### src/rtl/shift_word_capture.sv
// shift_word_capture: counts shifts from a serial shift register and captures
// each completed word (with its direction tag) into a small FWFT FIFO.
module shift_word_capture #(
    parameter int DATA_WID   = 8,
    parameter int FIFO_DEPTH = 4
) (
    input  logic                          clk,
    input  logic                          rst_n,
    input  logic                          shift_en,
    input  logic                          dir,
    input  logic [DATA_WID-1:0]           par_in,
    output logic [DATA_WID-1:0]           word_data,
    output logic                          word_dir,
    output logic                          word_valid,
    input  logic                          word_ready,
    output logic [$clog2(FIFO_DEPTH):0]   fifo_count,
    output logic                          abort,
    output logic                          overflow,
    input  logic                          clr_ovf
);
    localparam int CW = $clog2(DATA_WID);
    localparam int AW = $clog2(FIFO_DEPTH);

    logic [CW-1:0]       bit_cnt_q, bit_cnt_d;
    logic                last_dir_q, last_dir_d;
    logic                pend_q, pend_d;
    logic                pend_dir_q, pend_dir_d;
    logic                abort_q, abort_d;
    logic                overflow_q, overflow_d;
    logic [AW-1:0]       wr_ptr_q, wr_ptr_d, rd_ptr_q, rd_ptr_d;
    logic [AW:0]         count_q, count_d;
    logic [DATA_WID:0]   mem_q [FIFO_DEPTH];
    logic                full, pop, do_push, drop, dir_flip, complete;

    always_comb begin
        dir_flip   = shift_en && (bit_cnt_q != '0) && (dir != last_dir_q);
        complete   = shift_en && !dir_flip && (bit_cnt_q == CW'(DATA_WID - 1));
        bit_cnt_d  = !shift_en ? bit_cnt_q : dir_flip ? CW'(1) : complete ? '0 : bit_cnt_q + CW'(1);
        last_dir_d = shift_en ? dir : last_dir_q;
        pend_d     = complete;
        pend_dir_d = complete ? dir : pend_dir_q;
        abort_d    = dir_flip;
        full       = count_q == (AW+1)'(FIFO_DEPTH);
        word_valid = count_q != '0;
        pop        = word_valid && word_ready;
        // A full FIFO still accepts the push when the head leaves in the same cycle
        do_push    = pend_q && (!full || pop);
        drop       = pend_q && full && !pop;
        overflow_d = drop ? 1'b1 : clr_ovf ? 1'b0 : overflow_q;
        wr_ptr_d   = do_push ? wr_ptr_q + AW'(1) : wr_ptr_q;
        rd_ptr_d   = pop ? rd_ptr_q + AW'(1) : rd_ptr_q;
        count_d    = (do_push && !pop) ? count_q + (AW+1)'(1) :
                     (pop && !do_push) ? count_q - (AW+1)'(1) : count_q;
        word_data  = word_valid ? mem_q[rd_ptr_q][DATA_WID-1:0] : '0;
        word_dir   = word_valid ? mem_q[rd_ptr_q][DATA_WID] : 1'b0;
        fifo_count = count_q;
        abort      = abort_q;
        overflow   = overflow_q;
    end

    always_ff @(posedge clk) begin
        if (!rst_n) begin
            bit_cnt_q  <= '0;
            last_dir_q <= 1'b0;
            pend_q     <= 1'b0;
            pend_dir_q <= 1'b0;
            abort_q    <= 1'b0;
            overflow_q <= 1'b0;
            wr_ptr_q   <= '0;
            rd_ptr_q   <= '0;
            count_q    <= '0;
        end else begin
            bit_cnt_q  <= bit_cnt_d;
            last_dir_q <= last_dir_d;
            pend_q     <= pend_d;
            pend_dir_q <= pend_dir_d;
            abort_q    <= abort_d;
            overflow_q <= overflow_d;
            wr_ptr_q   <= wr_ptr_d;
            rd_ptr_q   <= rd_ptr_d;
            count_q    <= count_d;
        end
    end

    // Storage needs no reset: the pointers and count define what is valid
    always_ff @(posedge clk) begin
        if (rst_n && do_push) mem_q[wr_ptr_q] <= {pend_dir_q, par_in};
    end
endmodule

### config.mk
export PLATFORM = sky130hd
export DESIGN_NAME = shift_word_capture
export DESIGN_NICKNAME = d
export VERILOG_FILES = /design/src/rtl/shift_word_capture.sv
export SDC_FILE = /design/constraint.sdc
export NUM_CORES = 1
export LEC_CHECK = 0
export BUFFER_PORTS_ARGS = -buffer_cell sky130_fd_sc_hd__buf_2
export CAP_MARGIN = 20
export CORE_UTILIZATION = 59
export CTS_BUF_LIST = sky130_fd_sc_hd__clkbuf_2 sky130_fd_sc_hd__clkbuf_4 sky130_fd_sc_hd__clkbuf_8
export DETAILED_ROUTE_END_ITERATION = 10
export GPL_ROUTABILITY_DRIVEN = 0
export PLACE_DENSITY_LB_ADDON = 0.2
export SETUP_SLACK_MARGIN = 0.4
export SLEW_MARGIN = 20
export SYNTH_ARGS = -nofsm -noshare
export SYNTH_HDL_FRONTEND = slang
export SYNTH_SLANG_ARGS = --single-unit
export TNS_END_PERCENT = 1
### constraint.sdc
create_clock -name clk -period 2.8 [get_ports clk]
set_input_delay 0 -clock clk [delete_from_list [all_inputs] [get_ports clk]]
set_output_delay 0 -clock clk [all_outputs]
set_load 0.1 [all_outputs]
# Word level (Yosys, flattened, before mapping)
# Memories as Yosys holds them, arrays and structs flattened. A register that Yosys moved wholly into a read port is not among the register bits.
# Index checks and enable logic that the tools add are counted.
[word_totals] ramBits=36 word_cells=50 inputBits=14 n_memories=1 regBits=15
[memory_table] name="mem_q" depth=4 word_bits=9 rd=1 rd_ports_with_merged_regs=1 write_ports=1 line_no="32" source="logic [DATA_WID:0] mem_q [FIFO_DEPTH];"
[op_classes] n_eq_ne=3 reduce_logical=20 addsub=5 mux=12
[ops] op="3-bit two-way mux" count=4
[ops] op="1-bit logical AND" count=11
[ops] op="8-bit two-way mux" count=1
[ops] op="3-bit by 1-bit adder with 3-bit output, second input constant" count=2
[ops] op="3-bit == test, second input constant" count=2
[ops] op="3-bit nonzero test" count=2
[ops] op="1-bit two-way mux" count=5
[ops] op="2-bit by 1-bit adder with 2-bit output, second input constant" count=2
[ops] op="1-bit zero test" count=4
[ops] op="2-bit two-way mux" count=2
[ops] op="2-bit nonzero test" count=2
[ops] op="3-bit by 1-bit subtractor with 3-bit output, second input constant" count=1
[ops] op="1-bit logical OR" count=1
[ops] op="1-bit != test" count=1

# Logic depth before layout (Yosys ltp)
[logic_depth] ltp_word=8 ltp_mapped=8 mapped_depth_nobuf=8

# Worst setup path after synthesis
# Ideal clock, no wire load.
[synth_timing] path_kind="register -> output" start="register count_q[0], in the netlist fifo_count[0]" end="output word_data[0]" required_time_ns=2.800 n_path_buf=0 setup_slack_ns=0.014 stages_incl_launch_ff=3 arrival_ns=2.786 path_cell_list="dfxtp_1 -> nor3_2 -> nor2b_1"
[synth_between] elab_chain_len=2
[synth_rtl] item="start: declaration" line_no="31" source="logic [AW:0] count_q, count_d;"
[synth_rtl] item="start signal: assignment" line_no="81" source="count_q <= count_d;"
[synth_rtl] item="3-bit nonzero test" line_no="44" source="word_valid = count_q != '0;"
[synth_rtl] item="8-bit two-way mux" line_no="54" source="word_data = word_valid ? mem_q[rd_ptr_q][DATA_WID-1:0] : '0;"
[synth_rtl] item="end: declaration" line_no="12" source="output logic [DATA_WID-1:0] word_data,"
# No other way between the ends.

# Worst setup path in the final report
[layout_timing] start="register count_q[2], in the netlist fifo_count[2]" end="register count_q[2], in the netlist fifo_count[2]"
[layout_between] elab_chain_len=7 word_cells_on_any_way=15
[layout_rtl] item="branches (longest 7 deep; another with 3-bit by 1-bit subtractor with 3-bit output)"
# Parallel ways; which one is timed is not known. The select of a mux whose other input is x is not followed.
# A chain may end at the register's enable or synchronous reset.

==> results_dict.tcl <==
set metrics [dict create \
    maxCapViolCount 0 \
    antenna_found_initial 0 \
    grt_overflow 0 \
    setup_viol 0 \
    viasPerCell 5.58 \
    rr_endpoint "fifo_count[2]" \
    hp-start "rst_n" \
    crit_chain "nor4b_4, nor2_1, ha_1, inv_1, fa_1, xor2_1, or3_1, a21oi_1" \
    rrSetupSlack_ns 0.62 \
    rsz0062_at_grt "false" \
    fin_setup_tns_ns 0 \
    crit_arrival_ns 2.41 \
    critPathTopFamily "simple AND/OR/NAND/NOR gates" \
    die_h_um 62.9 \
    status "finished, final reports clean" \
    synth_fp_nets 166 \
    whs_ns 0.0288 \
    grt_pass1_wl_mm 5.85 \
    ys.warnings.count 0 \
    rows 21 \
    ys_ff_latch 53 \
    fin_crit_sh_pct 77.9 \
    layout-drive-gt1-share_pct 26.9 \
    ys_types 31 \
    fin_cells 232 \
    r2r_cells 8 \
    start_kind "flip-flop" \
    min_path_cells 3 \
    r2r-start "fifo_count[2]" \
    placed_cells 213 \
    grt_max_degree 15 \
    worst_pin_slew_ns 0.721 \
    drt_wl_total_mm 3.72 \
    cts_tree "yes" \
    vias 1295 \
    drv_slew 0 \
    clkSlewWorstSetupHoldPaths_ns 0.09 \
    clk_path_buf_depth 2 \
    h-tree-depth 2 \
    path_buf_inv 1 \
    cp.depth 8 \
    core_um2 3440 \
    diodes 0 \
    die_area_um2 3960 \
    critPathKind "flip-flop to flip-flop" \
    utilization_pct 74.7 \
    cts_buffers 5 \
    clock_latency_ns 0.29 \
    syn-instance-count 143 \
    ant_nets 0 \
    min_path_type "input port to flip-flop" \
    syn_to_final_growth_pct 17.4 \
    crit_path_max_incr_delay_ns 0.40 \
    critical_path.max_fanout 8 \
    die_w_um 62.9 \
    synth_area_per_cell_um2 15.3 \
    period_minus_slack_ns 2.18 \
    end_kind "flip-flop" \
    firstDrtPassIters 5 \
    relSlewSlack_pct 51.7 \
    clock_skew_ns 0.00435 \
    io_buffers 28 \
    fin_nets 208 \
    wl_per_cell_um 16.0 \
    fmaxAchievable_mhz 458 \
    syn_area_um2 2190 \
    cts-root-buf "clkbuf_8" \
    drt_iter0_drc 49 \
    slowest_stage "dfxtp_1" \
    final-hold-violation-count 0 \
    clock_sinks 53 \
    yosysSeqAreaShare_pct 65.0 \
    hpwl_mm 2.51 \
    grt_usage_pct 20.3 \
    drc 0 \
    start_util_pct 63.6 \
    grt_pass1_vias 1251 \
    io_pins 29 \
    hold_path_end "abort" \
    cp_data_required_time_ns 3.03 \
]
stage by stage:
| stage | setup slack (ns) | cell area (um^2) |
|---|---|---|
| final | 0.618 | 2570 |
| after global routing | 0.473 | 2570 |
| after CTS | 0.520 | 2570 |
| after detailed placement | 0.544 | 2370 |
| after global placement | 0.652 | 2370 |
| after floorplan | 0.0144 | 2190 |
cells by family after synthesis:
family                   share of synthesized area [%]
AO/OA/AOI/OAI                                     4.29
adder cells (fa/ha/maj)                           5.49
XOR/XNOR                                          2.00
flip-flops                                        65.0
buffers and inverters                             2.29
AND/OR/NAND/NOR                                   10.3
multiplexers                                      10.6
synthesized netlist by cell type:
library cell	n	area [um^2]
nor3_2	1	10.0
nand3b_1	2	15.0
and3_1	4	25.0
mux4_2	9	203
o32ai_1	1	8.76
o21ai_1	4	20.0
o21ai_0	1	5.00
nand3_1	2	10.0
a21oi_1	4	20.0
dfxtp_1	17	340
nor3_1	1	5.00
nand2_1	4	15.0
or4b_1	1	10.0
o31ai_2	1	12.5
fa_1	1	20.0
xor2_1	4	35.0
clkbuf_1	2	7.51
clkbuf_2	1	5.00
nor4b_4	1	23.8
o311ai_1	1	8.76
or3_1	1	6.26
inv_1	8	30.0
xnor2_1	1	8.76
nor2b_1	11	68.8
ha_1	8	100
buf_4	1	7.51
o211ai_1	1	7.51
o221a_1	1	11.3
nor2_1	10	37.5
edfxtp_1	36	1080
mux2i_1	3	30.0
layer usage:
metal / up-vias / wire (um) / GRT usage (%)
li1: 611 / - / -
met1: 637 / 1560 / 23.8
met2: 42 / 1940 / 36.6
met3: 5 / 169 / 4.93
met4: 0 / 47 / 6.10
met5: - / 0 / 0
layout make-up:
type                            instances  area, um^2
Sequential cell                        53        1420
Fill cell                             233         872
Multi-Input combinational cell         78         717
Timing Repair Buffer                   39         250
Clock buffer                            8        91.3
Tap cell                               46        57.6
Inverter                                8        30.0
registers in the layout (all words and copies together), names as in the netlist, named ones only:
name / count
mem_q: 36
abort: 1
wr_ptr_q: 2
overflow: 1
bit_cnt_q: 3
fifo_count: 3
pend_q: 1
pend_dir_q: 1
rd_ptr_q: 2
last_dir_q: 1
how the worst max path moves through the flow:
stage | from | to | slack [ns]
after floorplan | fifo_count[0] | word_data[0] | 0.01
after global placement | fifo_count[0] | fifo_count[2] | 0.65
after detailed placement | fifo_count[0] | fifo_count[2] | 0.54
after CTS | fifo_count[0] | fifo_count[2] | 0.52
after global routing | fifo_count[2] | fifo_count[2] | 0.47
final | fifo_count[2] | fifo_count[2] | 0.62
repair_timing:
| action | in CTS | in global routing |
|---|---|---|
| endpoints found under the setup margin | 0 | 1 |
| setup buffers | 0 | 0 |
| hold endpoints to repair | 36 | 0 |
| hold buffers | 11 | 0 |
| gates resized for setup | 0 | 2 |
tightest hold or removal path, stage by stage:
cell	delay, ns
buf_2	0.16
nand2_1	0.08
nor3_1	0.04
cell usage in the layout (no fill, tap or decap), drive strengths merged, types with 5 or more instances in the layout:
cell         synthesis  layout
inv                  8       8
nor2b               11      11
ha                   8       8
dfxtp               17      17
nor2                10      10
mux4                 9       9
dlygate4sd3          0      11
o21ai                5       5
clkbuf               3       8
edfxtp              36      36
buf                  1      28
Power is left out: the tool's default activity adds up to more than one toggle a clock period on the data nets, which glitch-free logic cannot reach.
